===== src/rtl/tie_cosim_pkg.sv =====
// ---------------------------------------------------------------------------
// tie_cosim_pkg
//   Shared constants and types for the TIE change-capture queue.
//   - TIE_WIDTH / TIE_DEPTH / TIE_TS_WIDTH : default parameter values
//   - tie_entry_t : one queue entry (changed word + capture timestamp) at the
//                   default widths
//   - entry_bits() : width of the stored entry, with or without a timestamp
// ---------------------------------------------------------------------------
package tie_cosim_pkg;

  localparam int TIE_WIDTH    = 50;
  localparam int TIE_DEPTH    = 8;
  localparam int TIE_TS_WIDTH = 16;

  // "time" is a reserved word, so the timestamp field is called stamp.
  typedef struct packed {
    logic [TIE_WIDTH-1:0]    data;
    logic [TIE_TS_WIDTH-1:0] stamp;
  } tie_entry_t;

  function automatic int entry_bits(input int data_w, input int ts_w, input bit ts_en);
    return ts_en ? (data_w + ts_w) : data_w;
  endfunction

endpackage


===== src/rtl/tie_sync_fifo.sv =====
// ---------------------------------------------------------------------------
// tie_sync_fifo
//   Single-clock FIFO storage with wrap-around pointers carrying an extra MSB
//   to tell full from empty.  The head is presented combinationally; while
//   the queue is empty the head shows the most recently popped entry
//   (zero after reset).
//
//   Ports
//     clk    : clock, rising edge
//     reset  : synchronous, active-high; flushes all entries
//     push   : write wdata at the tail (accepted if not full, or if a pop
//              happens in the same cycle)
//     pop    : remove the head (ignored while empty)
//     wdata  : entry to write
//     rdata  : head entry, or last popped entry while empty
//     count  : occupancy, 0..DEPTH
//     full   : count == DEPTH
//     empty  : count == 0
// ---------------------------------------------------------------------------
module tie_sync_fifo #(
  parameter int EW    = 66,
  parameter int DEPTH = 8
) (
  input  logic                   clk,
  input  logic                   reset,
  input  logic                   push,
  input  logic                   pop,
  input  logic [EW-1:0]          wdata,
  output logic [EW-1:0]          rdata,
  output logic [$clog2(DEPTH):0] count,
  output logic                   full,
  output logic                   empty
);

  localparam int AW = $clog2(DEPTH);
  localparam logic [AW:0] PTR_ONE = 1;

  logic [EW-1:0] mem [DEPTH];
  logic [EW-1:0] last;
  logic [AW:0]   wr_ptr;
  logic [AW:0]   rd_ptr;
  logic          pop_ok;
  logic          wr_ok;

  assign empty = (wr_ptr == rd_ptr);
  assign full  = (wr_ptr[AW] != rd_ptr[AW]) && (wr_ptr[AW-1:0] == rd_ptr[AW-1:0]);
  assign count = wr_ptr - rd_ptr;

  assign pop_ok = pop && !empty;
  // When full, a simultaneous pop frees the slot the write lands in.
  assign wr_ok  = push && (!full || pop_ok);

  assign rdata = empty ? last : mem[rd_ptr[AW-1:0]];

  always_ff @(posedge clk) begin
    if (reset) begin
      wr_ptr <= '0;
      rd_ptr <= '0;
      last   <= '0;
    end else begin
      if (wr_ok) begin
        wr_ptr <= wr_ptr + PTR_ONE;
      end
      if (pop_ok) begin
        last   <= mem[rd_ptr[AW-1:0]];
        rd_ptr <= rd_ptr + PTR_ONE;
      end
    end
  end

  // Storage is not reset; the pointers alone define which slots are live.
  always_ff @(posedge clk) begin
    if (!reset && wr_ok) begin
      mem[wr_ptr[AW-1:0]] <= wdata;
    end
  end

endmodule


===== src/rtl/tie_change_fifo.sv =====
// ---------------------------------------------------------------------------
// tie_change_fifo
//   Watches the exported TIE state word every cycle and queues each new value
//   that differs from the previous cycle's value.  A consumer drains the queue
//   with a valid/ready handshake.  Changes arriving while the queue is full
//   (and nothing is popped that cycle) are dropped and flagged on a sticky
//   Overflow bit.
//
//   Build option: define TIE_CHANGE_TIMESTAMP_EN to add a free-running
//   TS_WIDTH timestamp counter whose value is stored with every entry and
//   presented on ChgTime.  Without it, no counter or timestamp storage exists
//   and ChgTime is tied to zero.
//
//   Ports
//     CLK         : clock, rising edge
//     Reset       : synchronous, active-high
//     TIE_control : monitored state word
//     ChgData     : head-of-queue word (last popped word while empty)
//     ChgTime     : head-of-queue timestamp (0 without the timestamp build)
//     ChgValid    : queue holds at least one entry
//     ChgReady    : consumer takes the head entry this cycle
//     Overflow    : sticky, a change was dropped
//     OvfClr      : clears Overflow, wins over a same-cycle set
//     Count       : queue occupancy
// ---------------------------------------------------------------------------
module tie_change_fifo
  import tie_cosim_pkg::*;
#(
  parameter int WIDTH    = TIE_WIDTH,
  parameter int DEPTH    = TIE_DEPTH,
  parameter int TS_WIDTH = TIE_TS_WIDTH
) (
  input  logic                   CLK,
  input  logic                   Reset,
  input  logic [WIDTH-1:0]       TIE_control,
  output logic [WIDTH-1:0]       ChgData,
  output logic [TS_WIDTH-1:0]    ChgTime,
  output logic                   ChgValid,
  input  logic                   ChgReady,
  output logic                   Overflow,
  input  logic                   OvfClr,
  output logic [$clog2(DEPTH):0] Count
);

`ifdef TIE_CHANGE_TIMESTAMP_EN
  localparam bit TS_EN = 1'b1;
`else
  localparam bit TS_EN = 1'b0;
`endif

  localparam int EW = entry_bits(WIDTH, TS_WIDTH, TS_EN);

  logic [WIDTH-1:0] prev;
  logic             push;
  logic             pop_req;
  logic             full;
  logic             empty;
  logic [EW-1:0]    wdata;
  logic [EW-1:0]    rdata;

  // prev resets to zero, so a nonzero word on the first cycle out of reset
  // counts as a change.
  always_ff @(posedge CLK) begin
    if (Reset) begin
      prev <= '0;
    end else begin
      prev <= TIE_control;
    end
  end

  assign push    = (TIE_control != prev);
  assign pop_req = ChgReady && !empty;

`ifdef TIE_CHANGE_TIMESTAMP_EN
  localparam logic [TS_WIDTH-1:0] TS_ONE = 1;
  logic [TS_WIDTH-1:0] tstamp;

  always_ff @(posedge CLK) begin
    if (Reset) begin
      tstamp <= '0;
    end else begin
      tstamp <= tstamp + TS_ONE;
    end
  end

  assign wdata   = {TIE_control, tstamp};
  assign ChgData = rdata[EW-1 -: WIDTH];
  assign ChgTime = rdata[TS_WIDTH-1:0];
`else
  assign wdata   = TIE_control;
  assign ChgData = rdata;
  assign ChgTime = '0;
`endif

  tie_sync_fifo #(
    .EW    (EW),
    .DEPTH (DEPTH)
  ) u_fifo (
    .clk   (CLK),
    .reset (Reset),
    .push  (push),
    .pop   (pop_req),
    .wdata (wdata),
    .rdata (rdata),
    .count (Count),
    .full  (full),
    .empty (empty)
  );

  assign ChgValid = !empty;

  always_ff @(posedge CLK) begin
    if (Reset) begin
      Overflow <= 1'b0;
    end else if (OvfClr) begin
      Overflow <= 1'b0;
    end else if (push && full && !pop_req) begin
      Overflow <= 1'b1;
    end
  end

endmodule


===== config.mk =====
export PLATFORM = sky130hd
export DESIGN_NAME = tie_change_fifo
export DESIGN_NICKNAME = d
export VERILOG_FILES = /design/src/rtl/tie_cosim_pkg.sv /design/src/rtl/tie_sync_fifo.sv /design/src/rtl/tie_change_fifo.sv
export SDC_FILE = /design/constraint.sdc
export NUM_CORES = 1
export LEC_CHECK = 0
export BUFFER_PORTS_ARGS = -buffer_cell sky130_fd_sc_hd__buf_2
export CAP_MARGIN = 20
export CORE_MARGIN = 3
export CORE_UTILIZATION = 50
export CTS_CLUSTER_DIAMETER = 150
export CTS_CLUSTER_SIZE = 20
export DETAILED_ROUTE_END_ITERATION = 7
export GPL_TIMING_DRIVEN = 0
export MAX_ROUTING_LAYER = met4
export PLACE_DENSITY = 0.71
export SYNTH_ARGS = -nofsm -noshare
export SYNTH_HDL_FRONTEND = slang
export SYNTH_SLANG_ARGS = --single-unit

===== constraint.sdc =====
create_clock -name CLK -period 8.6 [get_ports CLK]
set_input_delay 1.72 -clock CLK [delete_from_list [all_inputs] [get_ports CLK]]
set_output_delay 1.72 -clock CLK [all_outputs]
set_load 0.02 [all_outputs]

==> reports/qor.yml <==
synthesis:
  synth_top_area_share_pct: 61.0
  synth_area_leaders: "edfxtp_1, mux4_2, dfxtp_1"
  ys_async_sr_fraction_pct: 0
  synth_mux_area_share_pct: 14.2
  ys_warn_count: 0
  synth_ff_type: "edfxtp_1"
  synth_xor_area_share_pct: 2.49
  syn-mean-instance-area_sq_um: 17.5
  synth_compound_gate_area_share_pct: 3.36
  synth-simple-area-share_pct: 5.01
  syn_area_sq_um: 19700
  synth_top_family_by_area: "multiplexers"
  ys_ff_latch: 512
  synthAdderAreaFrac_pct: 0.420
  yosys.area.top_type: "edfxtp_1"
  syn_inst: 1127
  synthDistinctLibCells: 34
  yosysSeqAreaShare_pct: 72.4
  synth_edf_count: 400
clock_tree:
  post_cts_buffers: 0
  cts_sinks: 512
  path_clk_slew_ns: 0.08
  clock_latency_ns: 0.57
  cts_hold_buffers: 0
  clockBufferDepth: 3
  cts_resized: 0
  tritoncts: "done"
  htreeDepth: 1
  root_buffer: "clkbuf_16"
  cts_buffers: 29
final_layout:
  drive_above_1_share_pct: 24.8
  multi_input_area_sq_um: 5110
  nNetsFinal: 1394
  fillCellCount: 3000
  syn_to_final_growth_pct: 13.7
  seq_area_sq_um: 14300
route:
  first_pass_iters: 5
  drt_iter0_drc: 977
  wl_mm: 42.8
  drcViolationCount: 0
  routed_via_density: 5.61
  vias: 10554
  ant_nets: 0
  wire_per_inst_microns: 22.7
placement:
  gp_congestion: 0.788
  portBuffers: 109
  dpl.hpwl_mm: 30.0
setup_path:
  crit_path_cell_trace: "inv_1, ha_1, nand4_1, clkbuf_1, clkbuf_1, nor2_1, a21oi_1, buf_2"
  path_class: "reg -> out"
  arrival_ns: 3.56
  startpoint_type: "flop"
  critPathTopFamily: "buffers and inverters"
  crit_buf_inv: 4
  critPathCaptureType: "output pin"
  cpMostUsedCell: "clkbuf_1"
  crit_fanout: 10
  critPathMaxStageDelay_ns: 0.77
  required_ns: 6.88
  slowest_stage: "clkbuf_1"
floorplan:
  core_sq_um: 38700
  ioPinCount: 126
  dieArea_sq_um: 41800
  core.rowCount: 72
  initial_core_util_pct: 50.8
  die_y_microns: 204
  fp.dieW_microns: 204
global_route:
  grt-ovfl-total: 0
  grt_pass1_vias: 10339
  track_usage_pct: 21.0
  grt_max_degree: 22
  grt_pass1_wl_mm: 63.9
  antenna_found_initial: 7
hold_path:
  hp-class: "reg -> reg"
pwr:
  p_comb_share_pct: 23.6
  switching_share_pct: 29.2
  p_leak_uw: 0.00752
  seqPwrFrac_pct: 51.2
  p_int_uw: 3930
  netSwitchingPower_uw: 1620
  clock_power_share_pct: 25.2
  power_density_nw_per_um2: 248
  ir_drop_mv: 0.212
sta:
  setup_viol: 0
  fin_tns_setup_ns: 0
  tightest_slew_ns: 1.09
  slew-limit-headroom_pct: 26.6
  skew_ns: 0.0166
  slew_viol_final: 0
  final-hold-violation-count: 0
  fin_crit_sh_pct: 61.4
  max_freq_mhz: 190
  hold_ws_ns: 0.467
  rsz0062_at_grt: "false"
  fin_crit_ns: 5.28
status:
  outcome: "finished, final reports clean"
run:
  maxCapViolCount: 0
cell usage in the layout, fill, tap and decap left out, drive strengths merged, types with 2 or more instances in the layout:
cell type and count:
xnor2 7, a211oi 50, nor3 7, a21oi 52
buf 199, mux2i 51, conb 16, mux2 2
dfxtp 112, nand3 3, xor2 49, nand2 5
clkbuf 94, diode 7, inv 10, or2 2
o21ai 2, nor2b 51, nand2b 2, nor4 15
nand4 5, nor2 114, edfxtp 400, mux4 100
ha 5
power groups by stage:
stage / Combinational [uW] / Clock, uW / Sequential (uW)
6_report: 1310 / 1400 / 2840
5_1_grt: 1420 / 1510 / 2850
4_1_cts: 1320 / 1420 / 2840
3_5_place_dp: 1320 / 0 / 2890
3_3_place_gp: 1280 / 0 / 2900
2_1_floorplan: 875 / 0 / 2890
worst paths after layout:
check                        start                 to  slack (ns)  cells past startpoint
setup / recovery  u_fifo.wr_ptr[0]        ChgData[45]        3.32                      8
hold / removal            Overflow           Overflow        0.47                      1
setup reg to reg          prev[21]  u_fifo.mem[0][19]        5.21                     12
hold reg to reg           Overflow           Overflow        0.47                      1
layer usage:
metal / vias to the layer above / wire length (microns) / track usage [%]
met4: 0 / 842 / 4.40
met5: - / 0 / -
met3: 63 / 2780 / 3.15
met1: 5407 / 18700 / 30.0
li1: 4726 / - / -
met2: 358 / 20400 / 32.6
synthesized netlist by cell type (3+ instances only):
cell type and instances:
mux4_2 100, nand2_1 5, buf_1 5, edfxtp_1 400, xor2_1 49, buf_2 16, buf_4 16, a21oi_1 52
nand4_1 5, a211oi_1 50, nor2b_1 51, inv_1 8, nor4_1 14, dfxtp_1 112, nor3_1 7, mux2i_1 51
nand3_1 3, ha_1 5, nor2_1 114, clkbuf_1 42, xnor2_1 7
state kept, by name (all words and copies together) (netlist names), named ones only:
register,flops
u_fifo.rd_ptr,4
prev,50
u_fifo.mem,400
u_fifo.last,50
u_fifo.wr_ptr,4
Overflow,1
metrics by stage:
| stage | setup slack, ns | power, uW | std cells | cell area, sq um | utilization [%] |
|---|---|---|---|---|---|
| 3_5_place_dp | 3.69 | 4210 | 1821 | 21500 | 55.6 |
| 4_1_cts | 3.27 | 5580 | 1875 | 22400 | 57.7 |
| 2_1_floorplan | 0.789 | 3770 | 1142 | 19700 | - |
| 6_report | 3.32 | 5550 | 1882 | 22400 | 57.8 |
| 5_1_grt | 3.04 | 5780 | 1882 | 22400 | 57.8 |
| 3_3_place_gp | -4.49 | 4180 | 1769 | 20900 | 54.0 |
kinds of logic (layout without fill, tap and decap cells):
kind of cell	Yosys count	after routing
flops	512	512
mux	153	153
compound gates	106	106
fa+ha+maj	6	6
xor+xnor	56	56
buf+inv	88	303
simple gates	205	205
other cells	1	23
layout make-up:
type                            instances  share of cell area [%]
Inverter                                8                   0.134
Multi-Input combinational cell        542                    22.8
Sequential cell                       512                    63.7
Clock inverter                          2                  0.0783
Antenna cell                            7                  0.0783
Clock buffer                           52                    3.63
Buffer                                 80                    1.73
Timing Repair Buffer                  161                    4.92
Tap cell                              518                    2.90
Power figures use the tool's default switching activity.
